### config.mk
export PLATFORM = sky130hd
export DESIGN_NAME = ioctl_rom_loader_flat
export DESIGN_NICKNAME = d
export VERILOG_FILES = /design/src/rtl/ioctl_pkg.sv /design/src/rtl/ioctl_rom_loader_if.sv /design/src/rtl/ioctl_byte_packer.sv /design/src/rtl/ioctl_rom_loader.sv /design/src/flat_wrapper.sv
export SDC_FILE = /design/constraint.sdc
export NUM_CORES = 1
export LEC_CHECK = 0
export ABC_AREA = 1
export BUFFER_PORTS_ARGS = -buffer_cell sky130_fd_sc_hd__buf_2
export CORE_MARGIN = 8
export CORE_UTILIZATION = 59
export CTS_BUF_LIST = sky130_fd_sc_hd__clkbuf_2 sky130_fd_sc_hd__clkbuf_4 sky130_fd_sc_hd__clkbuf_8
export CTS_CLUSTER_DIAMETER = 150
export CTS_CLUSTER_SIZE = 10
export DETAILED_ROUTE_END_ITERATION = 6
export PLACE_DENSITY = 0.88
export SETUP_SLACK_MARGIN = 0.02
export SLEW_MARGIN = 15
export SYNTH_ARGS = -nofsm -noshare
export SYNTH_HDL_FRONTEND = slang
export SYNTH_SLANG_ARGS = --single-unit
### constraint.sdc
create_clock -name hpsio_clk -period 2.29 [get_ports hpsio_clk]
set_clock_uncertainty 0.1 [all_clocks]
set_input_delay 0.458 -clock hpsio_clk [delete_from_list [all_inputs] [get_ports hpsio_clk]]
set_output_delay 0.458 -clock hpsio_clk [all_outputs]
set_load 0.02 [all_outputs]
### src/rtl/ioctl_pkg.sv
// Shared constants for the HPS ioctl download receiver: stream indices,
// packer state encoding and memory byte-enable codes.
package ioctl_pkg;

   localparam logic [15:0] IDX_ROM   = 16'd0;
   localparam logic [15:0] IDX_DIPSW = 16'd254;

   typedef enum logic [1:0] {
      S_IDLE  = 2'd0,
      S_HOLD  = 2'd1,
      S_ISSUE = 2'd2,
      S_FLUSH = 2'd3
   } ld_state_t;

   localparam logic [1:0] BE_LO   = 2'b01;
   localparam logic [1:0] BE_HI   = 2'b10;
   localparam logic [1:0] BE_WORD = 2'b11;

endpackage

### src/rtl/ioctl_rom_loader_if.sv
// HPS ioctl byte stream plus the shared ROM/SDRAM write port.
// master = HPS and memory side, slave = the loader core.
interface ioctl_rom_loader_if #(
   parameter int MEM_AW = 20
);
   logic              ioctl_download;
   logic [15:0]       ioctl_index;
   logic [26:0]       ioctl_addr;
   logic [7:0]        ioctl_data;
   logic              ioctl_wr;
   logic              ioctl_wait;
   logic              mem_req;
   logic [MEM_AW-1:0] mem_addr;
   logic [15:0]       mem_data;
   logic [1:0]        mem_be;
   logic              mem_ack;

   modport master (
      output ioctl_download, ioctl_index, ioctl_addr, ioctl_data, ioctl_wr, mem_ack,
      input  ioctl_wait, mem_req, mem_addr, mem_data, mem_be
   );

   modport slave (
      input  ioctl_download, ioctl_index, ioctl_addr, ioctl_data, ioctl_wr, mem_ack,
      output ioctl_wait, mem_req, mem_addr, mem_data, mem_be
   );
endinterface

### src/rtl/ioctl_byte_packer.sv
// Pairs ROM bytes into 16-bit words, holds one overflow byte in a skid
// register, and runs the req/ack handshake toward the memory port.
//
//   state   | meaning
//   IDLE    | nothing pending; a buffered skid byte is consumed here first
//   HOLD    | even byte latched, waiting for its odd partner
//   ISSUE   | word/byte request outstanding until mem_ack
//   FLUSH   | final lone low byte outstanding at end of download
module ioctl_byte_packer
   import ioctl_pkg::*;
#(
   parameter int MEM_AW = 20
)(
   input  logic              clk,
   input  logic              rst,
   input  logic              restart,
   input  logic              byte_valid,
   input  logic [MEM_AW:0]   byte_addr,
   input  logic [7:0]        byte_data,
   input  logic              finish,
   input  logic              mem_ack,
   output logic              mem_req,
   output logic [MEM_AW-1:0] mem_addr,
   output logic [15:0]       mem_data,
   output logic [1:0]        mem_be,
   output logic              stall,
   output logic              done
);
   ld_state_t         state, state_n;
   logic [MEM_AW-1:0] hold_addr, hold_addr_n;
   logic [7:0]        hold_data, hold_data_n;
   logic              skid_valid, skid_valid_n;
   logic [MEM_AW:0]   skid_addr, skid_addr_n;
   logic [7:0]        skid_data, skid_data_n;
   logic              fin_pend, fin_pend_n;
   logic [MEM_AW-1:0] addr_n;
   logic [15:0]       data_n;
   logic [1:0]        be_n;
   logic              req_n;
   logic              in_valid;
   logic [MEM_AW:0]   in_addr;
   logic [7:0]        in_data;

   // The skid byte takes priority; stall keeps the HPS from strobing meanwhile.
   assign in_valid = skid_valid | byte_valid;
   assign in_addr  = skid_valid ? skid_addr : byte_addr;
   assign in_data  = skid_valid ? skid_data : byte_data;

   always_comb begin
      state_n      = state;
      hold_addr_n  = hold_addr;
      hold_data_n  = hold_data;
      skid_valid_n = skid_valid;
      skid_addr_n  = skid_addr;
      skid_data_n  = skid_data;
      fin_pend_n   = fin_pend | finish;
      addr_n       = mem_addr;
      data_n       = mem_data;
      be_n         = mem_be;
      done         = 1'b0;
      unique case (state)
         S_IDLE: begin
            if (in_valid) begin
               skid_valid_n = 1'b0;
               if (!in_addr[0]) begin
                  state_n     = S_HOLD;
                  hold_addr_n = in_addr[MEM_AW:1];
                  hold_data_n = in_data;
               end else begin
                  state_n = S_ISSUE;
                  addr_n  = in_addr[MEM_AW:1];
                  data_n  = {in_data, 8'h00};
                  be_n    = BE_HI;
               end
            end else if (fin_pend_n) begin
               done       = 1'b1;
               fin_pend_n = 1'b0;
            end
         end
         S_HOLD: begin
            if (byte_valid) begin
               state_n = S_ISSUE;
               addr_n  = hold_addr;
               if (byte_addr[0] && byte_addr[MEM_AW:1] == hold_addr) begin
                  data_n = {byte_data, hold_data};
                  be_n   = BE_WORD;
               end else begin
                  data_n       = {8'h00, hold_data};
                  be_n         = BE_LO;
                  skid_valid_n = 1'b1;
                  skid_addr_n  = byte_addr;
                  skid_data_n  = byte_data;
               end
            end else if (fin_pend_n) begin
               state_n = S_FLUSH;
               addr_n  = hold_addr;
               data_n  = {8'h00, hold_data};
               be_n    = BE_LO;
            end
         end
         S_ISSUE: begin
            if (mem_ack) begin
               if (skid_valid && !skid_addr[0]) begin
                  state_n      = S_HOLD;
                  hold_addr_n  = skid_addr[MEM_AW:1];
                  hold_data_n  = skid_data;
                  skid_valid_n = 1'b0;
               end else begin
                  state_n = S_IDLE;
               end
            end
         end
         S_FLUSH: begin
            if (mem_ack) begin
               state_n    = S_IDLE;
               done       = 1'b1;
               fin_pend_n = 1'b0;
            end
         end
         default: state_n = S_IDLE;
      endcase
      req_n = (state_n == S_ISSUE) || (state_n == S_FLUSH);
   end

   always_ff @(posedge clk) begin
      if (rst) begin
         state      <= S_IDLE;
         hold_addr  <= '0;
         hold_data  <= '0;
         skid_valid <= 1'b0;
         skid_addr  <= '0;
         skid_data  <= '0;
         fin_pend   <= 1'b0;
         mem_req    <= 1'b0;
         mem_addr   <= '0;
         mem_data   <= '0;
         mem_be     <= '0;
         stall      <= 1'b0;
      end else if (restart) begin
         state      <= S_IDLE;
         skid_valid <= 1'b0;
         fin_pend   <= 1'b0;
         mem_req    <= 1'b0;
         stall      <= 1'b0;
      end else begin
         state      <= state_n;
         hold_addr  <= hold_addr_n;
         hold_data  <= hold_data_n;
         skid_valid <= skid_valid_n;
         skid_addr  <= skid_addr_n;
         skid_data  <= skid_data_n;
         fin_pend   <= fin_pend_n;
         mem_req    <= req_n;
         mem_addr   <= addr_n;
         mem_data   <= data_n;
         mem_be     <= be_n;
         stall      <= req_n | skid_valid_n;
      end
   end
endmodule

### src/rtl/ioctl_rom_loader.sv
// Core-side ioctl receiver: ROM image into memory via the byte packer,
// DIP switch bytes into a register bank, core reset held until ROM loaded.
module ioctl_rom_loader
   import ioctl_pkg::*;
#(
   parameter logic [26:0]              ROM_SIZE      = 27'h010_0000,
   parameter int                       MEM_AW        = 20,
   parameter int                       DIPSW_BYTES   = 3,
   parameter logic [8*DIPSW_BYTES-1:0] DIPSW_DEFAULT = 24'hFFFFFF
)(
   input  logic                     hpsio_clk,
   input  logic                     rst,
   ioctl_rom_loader_if.slave        bus,
   output logic [8*DIPSW_BYTES-1:0] dipsw,
   output logic                     rom_loaded,
   output logic                     cpu_rst,
   output logic                     err_oor
);
   logic wr_q, dl_q;
   logic stb, dl_start, dl_end;
   logic rom_idx, dip_idx, rom_stb, dip_stb;
   logic blocked, rom_oor, rom_byte, dip_wr;
   logic rom_active, restart, finish, stall, done;

   assign stb      = bus.ioctl_wr & ~wr_q;
   assign dl_start = bus.ioctl_download & ~dl_q;
   assign dl_end   = ~bus.ioctl_download & dl_q;
   assign rom_idx  = (bus.ioctl_index == IDX_ROM);
   assign dip_idx  = (bus.ioctl_index == IDX_DIPSW);
   assign rom_stb  = stb & bus.ioctl_download & rom_idx;
   assign dip_stb  = stb & bus.ioctl_download & dip_idx;
   // A strobe during WAIT breaks the HPS protocol: drop it and flag it.
   assign blocked  = (rom_stb | dip_stb) & stall;
   assign rom_oor  = rom_stb & ~stall & (bus.ioctl_addr >= ROM_SIZE);
   assign rom_byte = rom_stb & ~stall & (bus.ioctl_addr < ROM_SIZE);
   assign dip_wr   = dip_stb & ~stall & (bus.ioctl_addr < 27'(DIPSW_BYTES));
   assign restart  = dl_start & rom_idx;
   assign finish   = dl_end & rom_active;
   assign bus.ioctl_wait = stall;

   ioctl_byte_packer #(.MEM_AW(MEM_AW)) u_packer (
      .clk        (hpsio_clk),
      .rst        (rst),
      .restart    (restart),
      .byte_valid (rom_byte),
      .byte_addr  (bus.ioctl_addr[MEM_AW:0]),
      .byte_data  (bus.ioctl_data),
      .finish     (finish),
      .mem_ack    (bus.mem_ack),
      .mem_req    (bus.mem_req),
      .mem_addr   (bus.mem_addr),
      .mem_data   (bus.mem_data),
      .mem_be     (bus.mem_be),
      .stall      (stall),
      .done       (done)
   );

   always_ff @(posedge hpsio_clk) begin
      if (rst) begin
         wr_q       <= 1'b0;
         dl_q       <= 1'b0;
         rom_active <= 1'b0;
         rom_loaded <= 1'b0;
         cpu_rst    <= 1'b1;
         err_oor    <= 1'b0;
         dipsw      <= DIPSW_DEFAULT;
      end else begin
         wr_q <= bus.ioctl_wr;
         dl_q <= bus.ioctl_download;
         if (restart) begin
            rom_active <= 1'b1;
            rom_loaded <= 1'b0;
            cpu_rst    <= 1'b1;
            err_oor    <= 1'b0;
         end else if (dl_end) begin
            rom_active <= 1'b0;
         end
         if (done) begin
            rom_loaded <= 1'b1;
            cpu_rst    <= 1'b0;
         end
         if (rom_oor | blocked) err_oor <= 1'b1;
         for (int n = 0; n < DIPSW_BYTES; n++) begin
            if (dip_wr && bus.ioctl_addr == 27'(n)) dipsw[8*n +: 8] <= bus.ioctl_data;
         end
      end
   end
endmodule

### src/flat_wrapper.sv
// flat-port wrapper written by rule: the top's interface ports become plain ports
module ioctl_rom_loader_flat import ioctl_pkg::*;
#(
   parameter logic [26:0]              ROM_SIZE      = 27'h010_0000,
   parameter int                       MEM_AW        = 20,
   parameter int                       DIPSW_BYTES   = 3,
   parameter logic [8*DIPSW_BYTES-1:0] DIPSW_DEFAULT = 24'hFFFFFF
)
  (hpsio_clk, rst, dipsw, rom_loaded, cpu_rst, err_oor, bus_ioctl_download, bus_ioctl_index, bus_ioctl_addr, bus_ioctl_data, bus_ioctl_wr, bus_mem_ack, bus_ioctl_wait, bus_mem_req, bus_mem_addr, bus_mem_data, bus_mem_be);
  ioctl_rom_loader_if #(.MEM_AW(MEM_AW)) bus_i ();
  input  logic hpsio_clk;
  input  logic rst;
  output logic [8*DIPSW_BYTES-1:0] dipsw;
  output logic rom_loaded;
  output logic cpu_rst;
  output logic err_oor;
  input wire logic [$bits(bus_i.ioctl_download)-1:0] bus_ioctl_download;
  input wire logic [$bits(bus_i.ioctl_index)-1:0] bus_ioctl_index;
  input wire logic [$bits(bus_i.ioctl_addr)-1:0] bus_ioctl_addr;
  input wire logic [$bits(bus_i.ioctl_data)-1:0] bus_ioctl_data;
  input wire logic [$bits(bus_i.ioctl_wr)-1:0] bus_ioctl_wr;
  input wire logic [$bits(bus_i.mem_ack)-1:0] bus_mem_ack;
  output wire logic [$bits(bus_i.ioctl_wait)-1:0] bus_ioctl_wait;
  output wire logic [$bits(bus_i.mem_req)-1:0] bus_mem_req;
  output wire logic [$bits(bus_i.mem_addr)-1:0] bus_mem_addr;
  output wire logic [$bits(bus_i.mem_data)-1:0] bus_mem_data;
  output wire logic [$bits(bus_i.mem_be)-1:0] bus_mem_be;
  assign bus_i.ioctl_download = bus_ioctl_download;
  assign bus_i.ioctl_index = bus_ioctl_index;
  assign bus_i.ioctl_addr = bus_ioctl_addr;
  assign bus_i.ioctl_data = bus_ioctl_data;
  assign bus_i.ioctl_wr = bus_ioctl_wr;
  assign bus_i.mem_ack = bus_mem_ack;
  assign bus_ioctl_wait = bus_i.ioctl_wait;
  assign bus_mem_req = bus_i.mem_req;
  assign bus_mem_addr = bus_i.mem_addr;
  assign bus_mem_data = bus_i.mem_data;
  assign bus_mem_be = bus_i.mem_be;
  ioctl_rom_loader #(.ROM_SIZE(ROM_SIZE), .MEM_AW(MEM_AW), .DIPSW_BYTES(DIPSW_BYTES), .DIPSW_DEFAULT(DIPSW_DEFAULT)) u_core (.hpsio_clk(hpsio_clk), .rst(rst), .bus(bus_i), .dipsw(dipsw), .rom_loaded(rom_loaded), .cpu_rst(cpu_rst), .err_oor(err_oor));
endmodule
==> results of run 1 <==
==> metrics by stage <==
stage	utilization, %	hold slack (ns)
3_3_place_gp	66.5	0.334
6_report	70.5	0.126
5_1_grt	70.5	0.108
2_1_floorplan	-	0.326
4_1_cts	70.5	0.114
3_5_place_dp	66.5	0.342
==> cells in the final DEF, fill, tap and decap left out, types with 2 or more instances in the layout <==
master     synthesis  routed
o211ai_1           2       2
ha_1               4       3
nand3_2            4       4
nor2_2             6       6
or2_2              9       9
clkbuf_8           0      21
dfxtp_1          130     130
clkbuf_4           0       2
buf_4              5      19
nor3_1             2       2
bufinv_16          0       5
a21oi_1           41      41
nor2_1           180     180
nor4_1             4       4
inv_2              4       5
nand3_1           49      49
buf_12             0       6
nand2_1          375     375
xnor2_1            3       3
buf_2             20     122
inv_1            123     122
o21ai_0           82      82
nand3_4            2       2
nor2_4             4       4
nand4_1           63      63
==> synthesized netlist by cell type, types with 2 or more instances <==
| cell | number | share of area (%) |
|---|---|---|
| a21oi_1 | 41 | 2.9 |
| buf_1 | 4 | 0.21 |
| buf_2 | 20 | 1.4 |
| buf_4 | 5 | 0.52 |
| buf_6 | 3 | 0.47 |
| clkbuf_1 | 31 | 1.6 |
| dfxtp_1 | 130 | 36 |
| ha_1 | 4 | 0.70 |
| inv_1 | 123 | 6.4 |
| inv_2 | 4 | 0.21 |
| nand2_1 | 375 | 20 |
| nand3_1 | 49 | 3.4 |
| nand3_2 | 4 | 0.56 |
| nand3_4 | 2 | 0.49 |
| nand4_1 | 63 | 5.5 |
| nor2_1 | 180 | 9.4 |
| nor2_2 | 6 | 0.52 |
| nor2_4 | 4 | 0.63 |
| nor3_1 | 2 | 0.14 |
| nor4_1 | 4 | 0.35 |
| o211ai_1 | 2 | 0.21 |
| o21ai_0 | 82 | 5.7 |
| or2_2 | 9 | 0.78 |
| xnor2_1 | 3 | 0.37 |
==> area by class of cell <==
cell class              count  area share [%]
flip-flops and latches    130            30.9
clock inverters             8            2.05
clock buffers              23            3.60
well taps                 147            2.18
inverters                 127            5.65
multi-input cells         842            45.2
repair buffers            148            10.5
==> tightest hold or removal path, delay by kind of cell <==
kind,cells,cell delay (ns)
simple gates,1,0.03
buf+inv,2,0.14
==> worst paths after layout <==
check                                                  from                     endpoint  slack, ns  cells after the start
worst max-delay path                u_core.u_packer.mem_req  u_core.u_packer.mem_addr[2]       0.26                      6
worst min-delay path                           bus_ioctl_wr                  u_core.wr_q       0.13                      3
worst max register to register      u_core.u_packer.mem_req  u_core.u_packer.mem_addr[2]       0.26                      6
worst min register to register  u_core.u_packer.mem_data[4]  u_core.u_packer.mem_data[4]       0.36                      2
==> logic make-up after synthesis <==
kind of cell | after synthesis | synth area share (%)
AO/OA/AOI/OAI | 130 | 9.29
XOR/XNOR | 3 | 0.365
adder cells (fa/ha/maj) | 4 | 0.696
buffers and inverters | 190 | 10.8
flip-flops | 130 | 36.2
AND/OR/NAND/NOR | 705 | 42.6
==> state kept, by name (all words and copies together) (netlist names), 2 cells and up, named ones only <==
signal and flops:
u_core.dipsw 24, u_core.u_packer.skid_addr 21, u_core.u_packer.hold_addr 20, u_core.u_packer.mem_addr 20, u_core.u_packer.mem_data 16, u_core.u_packer.hold_data 8, u_core.u_packer.skid_data 8, u_core.u_packer.mem_be 2
==> routing by layer <==
layer | part of all wire, % | vias to the layer above | wire length (um)
li1 | - | 3866 | -
met1 | 44 | 3410 | 9100
met2 | 44 | 347 | 9100
met3 | 9.4 | 52 | 1940
met4 | 2.6 | 0 | 531
met5 | 0 | - | 0
==> power groups by stage <==
stage               Combinational [mW]  Sequential, mW  Clock (mW)
global placement                 0.272            2.31           0
floorplan                        0.143            2.31           0
CTS                              0.279            2.26        2.34
finish                           0.288            2.26        2.34
global route                     0.315            2.26        2.46
detailed placement               0.276            2.31           0
==> repair_timing <==
item | CTS | global route
setup buffers | 0 | 0
setup endpoints to repair | 0 | 1
resized for setup | 0 | 1
==> reports/summary.txt, run 1 <==
Status - complete, no violations
Yosys reg bits - 130
M2 GR Usage - 39.4%
Asr flop ratio synth - 0%
I/O Pins - 123
Grt met3 use - 6.74%
Number of global-route vias before repair - 6940
Leak Pwr - 4.20 nW
Gr ovfl total - 0
Setup TNS - 0 ns
First-pass GRT wire length - 33.8 mm
Root buffer cell - clkbuf_8
Max Root-Sink Buffers - 2
Pin slew with the least headroom to its limit - 0.552 ns
Vias - 7675
Area growth from synthesis to layout - 17.3%
CP startpoint kind - flip-flop
Area post-placement - 7960 um^2
PortBufs - 122
Via/cell ratio - 5.39
Post-synth EDFFs - 0
First-pass iteration count of the detailed router - 5
# H-tree levels - 4
Fin crit period - 2.03 ns
Initial Util - 60.1%
Setup Viol. Count Final - 0
Non-filler cells, final - 1425
RSZ-0062 raised after global routing - no
Clock power share - 47.8%
Final Cycle Share - 88.6%
Syn Nets - 1222
Die width - 126 um
Die Span Y - 126 um
Crit path largest cell delay - 0.50 ns
All-layer global routing usage - 25.7%
CP Data Arrival Time - 2.31 ns
Inserted Diodes - 0
Flop pwr share - 46.3%
DR iter-0 viols - 1083
Avg Inst Size Synth - 6.19 um^2
Cts hold-fix bufs - 0
Max-Cap Viols - 0
Final nets - 1326
Max IR drop VDD - 308 uV
Worst hold path type - in2reg
Critical path cell sequence - inv_1 -> ha_2 -> buf_4 -> o21ai_0 -> nand4_1 -> a21oi_1
HPWL after detailed placement - 14.6 mm
CTS tree - yes
FF/Latch Area - 2600 um^2
Ys Warns - 0
Switching Power - 1.10 mW
Peak Freq - 493 MHz
Slew margin rel. - 62.8%
Crit path kind - reg2reg
Post-place setup slack - 0.144 ns
GRT busiest layer - met2
Fillers - 1011
Final Cell Area - 8440 um^2
Mapped Cells - 1162
DRC Markers - 0
Most common flop cell mapped by yosys - dfxtp_1
Yosys cell types - 36
Crit path max-delay cell type - o21ai_0
Clk slew on worst S/H paths - 0.07 ns
Slew Limit Fails - 0
Bufs and invs on worst path - 2
Switching Share - 22.6%
Crit. End Element - flip-flop
Die Area - 16000 um^2
Core area - 12000 um^2
Post-Place Cells - 1394
Kind of cell adding the most delay to the critical path - compound AO/OA/AOI/OAI gates
Total CTS buffers - 17
Area of the multi-input gates - 3810 um^2
Cell Pwr Density - 579 nW/um^2
Cell Area, Synth - 7190 um^2
CP required - 2.57 ns
Largest net degree at the start of global routing - 52
M1 GR Usage - 33.9%
Post-Route WL - 20.7 mm
Overall power - 4.89 mW
Post-synthesis sequential area ratio - 36.2%
DRT antenna net count - 0
Average wire per cell in the routed design - 14.5 um
Int Pwr - 3.79 mW
CP Max Fanout - 36
Share of cells above drive strength 1 - 17.0%
Final hold viol count - 0
Initial antenna violation count - 0
Core Rows - 40
GPL Wtd Cong - 0.996
Logic pwr share - 5.9%
Fin worst setup slack - 0.261 ns
Clock network latency to the later pin of the worst-skew pair - 0.45 ns
CTS Sinks - 130
Power figures use the tool's default switching activity.
==> run 2, diff against run 1 <==
- CELL_PAD_IN_SITES_DETAIL_PLACEMENT: unset -> 1
- CELL_PAD_IN_SITES_GLOBAL_PLACEMENT: unset -> 2
- CORE_UTILIZATION: 59 -> 31
==> run 2 against run 1 <==
  * Count of clock-buffer cells in the layout fell by 3
  * Clock power fell by 7%
  * Maximum frequency fell by 1.8%
  * First-iteration DRC count fell by 60%
  * Combinational power rose by 3%
  * Non-clock buffer count rose by 12
  * Worst setup slack got worse by 0.038 ns
  * Worst hold slack got worse by 0.017 ns
  * Routed wire length rose by 21%
  * Sequential share of layout area fell by 0.99 points
  * Via count rose by 0.43%
  * Critical endpoint is now u_core.u_packer.mem_be[1]
  * Largest cell class unchanged
==> reports/summary.txt, run 2 (same netlist as run 1, synthesis figures left out) <==
M2 GR Usage - 28.8%
Post-Place Cells - 1544
GRT busiest layer - met2
CP Max Fanout - 29
First-pass GRT wire length - 41.2 mm
Die Area - 28300 um^2
Average wire per cell in the routed design - 15.8 um
Crit path kind - reg2reg
Leak Pwr - 4.25 nW
Slew margin rel. - 69.6%
Largest register FFs - 24
Via/cell ratio - 4.89
# H-tree levels - 4
Final nets - 1338
CTS tree - yes
Share of cells above drive strength 1 - 17.8%
Final hold viol count - 0
Slew Limit Fails - 0
GPL Wtd Cong - 0.843
Die Span Y - 168 um
Setup Buffers After CTS - 0
Leading registers by flop count - u_core.dipsw x24, u_core.u_packer.skid_addr x21
Final Cycle Share - 90.3%
Cts hold-fix bufs - 0
Core Rows - 55
Largest net degree at the start of global routing - 41
Total CTS buffers - 17
Peak Freq - 484 MHz
Core area - 22700 um^2
Clock network latency to the later pin of the worst-skew pair - 0.46 ns
Gr ovfl total - 0
Inserted Diodes - 0
Post-CTS Resized - 0
PortBufs - 122
Worst hold path type - in2reg
Status - complete, no violations
Fin crit period - 2.07 ns
Cell Pwr Density - 543 nW/um^2
Vias - 7708
Most common cell after layout, fill and taps aside - nand2_1
Setup Viol. Count Final - 0
Clk slew on worst S/H paths - 0.09 ns
Biggest register - u_core.dipsw
M1 GR Usage - 23.7%
Setup TNS - 0 ns
Post-Route WL - 24.9 mm
HPWL after detailed placement - 18.6 mm
Non-filler cells, final - 1576
DR iter-0 viols - 436
Crit. End Element - flip-flop
Number of global-route vias before repair - 7963
First-pass iteration count of the detailed router - 4
Initial Util - 31.7%
CP Data Arrival Time - 2.31 ns
Die width - 168 um
Max Root-Sink Buffers - 2
Initial antenna violation count - 0
Grt met3 use - 3.34%
Root buffer cell - clkbuf_8
Max IR drop VDD - 358 uV
Area growth from synthesis to layout - 21.2%
DRC Markers - 0
Hold slack final - 0.109 ns
DRT antenna net count - 0
I/O Pins - 123
Pin slew with the least headroom to its limit - 0.451 ns
RSZ-0062 raised after global routing - no
Max-Cap Viols - 0
Fillers - 3028
CP startpoint kind - flip-flop
CTS Sinks - 130
Highest-count cells in the layout ignoring fill and taps - nand2_1 (375), nor2_1 (180), dfxtp_1 (130), inv_1 (122), buf_2 (122)
Worst reg2reg setup slack - 0.22 ns
All-layer global routing usage - 17.8%
CP required - 2.54 ns
==> run 2: final cells by class <==
type                       instances  area [um^2]  area share, %
clock inverter                    12          155           1.78
clock buffer                      20          275           3.16
timing repair buffer             160         1040           11.9
inverter                         127          477           5.47
multi-input combinational        842         3810           43.7
sequential                       130         2600           29.9
tap                              285          357           4.09
==> run 2: per-stage QoR <==
stage	power [mW]	setup slack, ns	util (%)	cell area, um^2
global placement	2.61	0.123	36.5	8280
global route	4.91	0.0486	38.4	8710
detailed placement	2.61	0.0745	36.5	8280
floorplan	2.46	0.278	-	7190
finish	4.73	0.223	38.4	8710
CTS	4.80	0.149	38.4	8710
==> run 2: per-layer routing <==
| layer | up-vias | wire, um |
|---|---|---|
| li1 | 3894 | - |
| met1 | 3640 | 12600 |
| met2 | 147 | 11000 |
| met3 | 27 | 952 |
| met4 | 0 | 353 |
| met5 | - | 0 |
==> run 2: path summary, 6_finish.rpt <==
check        cells after the start                   endpoint                     from
min                              3                u_core.wr_q             bus_ioctl_wr
max                             12  u_core.u_packer.mem_be[1]  u_core.u_packer.mem_req
max reg2reg                     12  u_core.u_packer.mem_be[1]  u_core.u_packer.mem_req
min reg2reg                      2          u_core.rom_active        u_core.rom_active
==> run 2: power breakdown <==
part / leakage, nW / total (mW) / switching, mW / internal [mW]
logic: 2.99 / 0.296 / 0.202 / 0.0930
clock network: 0.215 / 2.17 / 1.01 / 1.17
registers: 1.05 / 2.26 / 0.000647 / 2.26
==> run 2: critical path, stage by stage, from the launching register on <==
cell	delay (ns)
dfxtp_1	0.37
inv_1	0.13
ha_1	0.18
inv_1	0.06
a21oi_1	0.16
o21ai_2	0.11
o21ai_1	0.09
nand2_1	0.08
inv_2	0.09
buf_6	0.25
nand4_1	0.16
nor2_1	0.12
nor2_1	0.05
==> run 3, diff against run 2 <==
--- a/config.mk
+++ b/config.mk
@@ -11,10 +11,10 @@
 export CELL_PAD_IN_SITES_GLOBAL_PLACEMENT = 2
 export CORE_MARGIN = 8
-export CORE_UTILIZATION = 31
+export CORE_UTILIZATION = 33
 export CTS_BUF_LIST = sky130_fd_sc_hd__clkbuf_2 sky130_fd_sc_hd__clkbuf_4 sky130_fd_sc_hd__clkbuf_8
 export CTS_CLUSTER_DIAMETER = 150
 export CTS_CLUSTER_SIZE = 10
 export DETAILED_ROUTE_END_ITERATION = 6
-export PLACE_DENSITY = 0.88
+export PLACE_DENSITY = 0.93
 export SETUP_SLACK_MARGIN = 0.02
 export SLEW_MARGIN = 15
==> constraint.sdc (replaced) <==
create_clock -name hpsio_clk -period 2.65 [get_ports hpsio_clk]
set_clock_uncertainty 0.1 [all_clocks]
set_input_delay 0.53 -clock hpsio_clk [delete_from_list [all_inputs] [get_ports hpsio_clk]]
set_output_delay 0.53 -clock hpsio_clk [all_outputs]
set_load 0.005 [all_outputs]
==> run 3 against run 2 <==
  * First-iteration DRC count fell by 13%
  * Register-to-register slack improved by 0.24 ns
  * Non-clock buffer count down 6
  * Count of clock-buffer cells in the layout up 1
  * Largest cell class unchanged
  * Largest power group unchanged
  * Highest routed layer is now met5
==> reports/summary.txt, run 3 (same netlist as run 1, synthesis figures left out) <==
Status - complete, no violations
CP Data Arrival Time - 2.44 ns
Clk slew on worst S/H paths - 0.08 ns
Area post-placement - 8150 um^2
Setup Buffers After CTS - 0
Core area - 21600 um^2
Via/cell ratio - 4.90
RSZ-0062 raised after global routing - no
Max-Cap Viols - 0
Final nets - 1332
Share of cells above drive strength 1 - 17.4%
GPL Wtd Cong - 0.895
CP Max Fanout - 29
Post-place setup slack - 0.246 ns
# H-tree levels - 4
Area growth from synthesis to layout - 19.1%
CP startpoint kind - flip-flop
Fillers - 2926
CTS tree - yes
Core Rows - 54
FF/Latch Area - 2600 um^2
Max IR drop VDD - 262 uV
DRT antenna net count - 0
Fin worst setup slack - 0.460 ns
Slew margin rel. - 70.0%
Final Cell Area - 8560 um^2
First-pass GRT wire length - 40.1 mm
Cts hold-fix bufs - 0
Post-CTS Resized - 0
Post-Route Utilization - 39.6%
Crit path largest cell delay - 0.47 ns
All-layer global routing usage - 18.6%
Peak Freq - 457 MHz
Die Span Y - 164 um
Cell Pwr Density - 469 nW/um^2
CTS Sinks - 130
Biggest register - u_core.dipsw
HPWL after detailed placement - 18.5 mm
Max Root-Sink Buffers - 2
Fin crit period - 2.19 ns
Inserted Diodes - 0
PortBufs - 122
Critical path cell sequence - ha_2 -> inv_1 -> o21ai_1 -> nand2_1 -> inv_2 -> buf_4 -> nand4_1 -> nor2_1 -> nor2_1
Post-Route WL - 24.6 mm
Crit. End Element - flip-flop
Average wire per cell in the routed design - 15.7 um
Setup Viol. Count Final - 0
Bufs and invs on worst path - 3
Final hold viol count - 0
Final Cycle Share - 82.6%
Overall power - 4.02 mW
Die width - 164 um
Gr ovfl total - 0
CP required - 2.90 ns
Vias - 7662
Root buffer cell - clkbuf_8
Highest-count cells in the layout ignoring fill and taps - nand2_1 (375), nor2_1 (180), dfxtp_1 (130), inv_1 (122), buf_2 (122)
Pin slew with the least headroom to its limit - 0.446 ns
DR iter-0 viols - 379
Leading registers by flop count - u_core.dipsw x24, u_core.u_packer.skid_addr x21
Initial antenna violation count - 1
Initial Util - 33.3%
Area of the multi-input gates - 3810 um^2
Worst hold path type - in2reg
Crit path max-delay cell type - dfxtp_1
Clock network latency to the later pin of the worst-skew pair - 0.45 ns
First-pass iteration count of the detailed router - 4
Number of global-route vias before repair - 7716
Slew Limit Fails - 0
Largest net degree at the start of global routing - 48
Leak Pwr - 4.19 nW
Most common cell after layout, fill and taps aside - nand2_1
Total CTS buffers - 17
Top cell by count, worst path - nor2_1
I/O Pins - 123
Largest register FFs - 24
DRC Markers - 0
Die Area - 26800 um^2
Kind of cell adding the most delay to the critical path - buffers and inverters
Crit path kind - reg2reg
Setup TNS - 0 ns
## run 3: cell count changes in the layout (fill, tap and decap cells not counted)
cell      previous run  this run
clkbuf_8            20        19
buf_6                1         0
buf_12              11         5
clkinv_4             3         1
buf_4               26        27
inv_6                1         0
clkbuf_4             0         2
clkinv_2             3         4
## run 3: path summary, 6_finish.rpt
check / slack (ns) / startpoint / depth (start not counted) / endpoint
max: 0.46 / flip-flop / 9 / u_core.u_packer.mem_be[1]
min: 0.21 / bus_ioctl_wr / 3 / u_core.wr_q
max reg2reg: 0.46 / flip-flop / 9 / u_core.u_packer.mem_be[1]
min reg2reg: 0.36 / u_core.u_packer.mem_addr[13] / 2 / u_core.u_packer.mem_addr[13]
## run 3: power breakdown
group          switching [mW]  internal [mW]
logic                   0.175         0.0781
clock network           0.823          0.991
registers            0.000656           1.95
## run 3: metal layers
layer / part of all wire, % / global-route usage, % / wire, um / vias to the layer above
met4: 1.1 / 4.96 / 263 / 2
met1: 50 / 24.8 / 12200 / 3608
met2: 45 / 29.9 / 11000 / 154
met3: 4.5 / 3.86 / 1110 / 19
li1: - / - / - / 3879
met5: 0.049 / 0 / 12 / -
## run 3: layout make-up
cell class / instances / share of cell area, %
inverter: 127 / 5.57
tap: 280 / 4.09
clock inverter: 10 / 1.56
clock buffer: 21 / 3.23
timing repair buffer: 154 / 10.7
multi-input combinational: 842 / 44.5
sequential: 130 / 30.4
## run 3: metrics by stage
stage	cells	hold WS [ns]
3_5_place_dp	1533	0.342
6_report	1564	0.205
3_3_place_gp	1533	0.335
5_1_grt	1564	0.190
2_1_floorplan	1162	0.326
4_1_cts	1564	0.183
## run 3: tightest hold or removal path, cell delays in order
cell	delay, ns
buf_2	0.11
inv_1	0.05
nor2_1	0.03
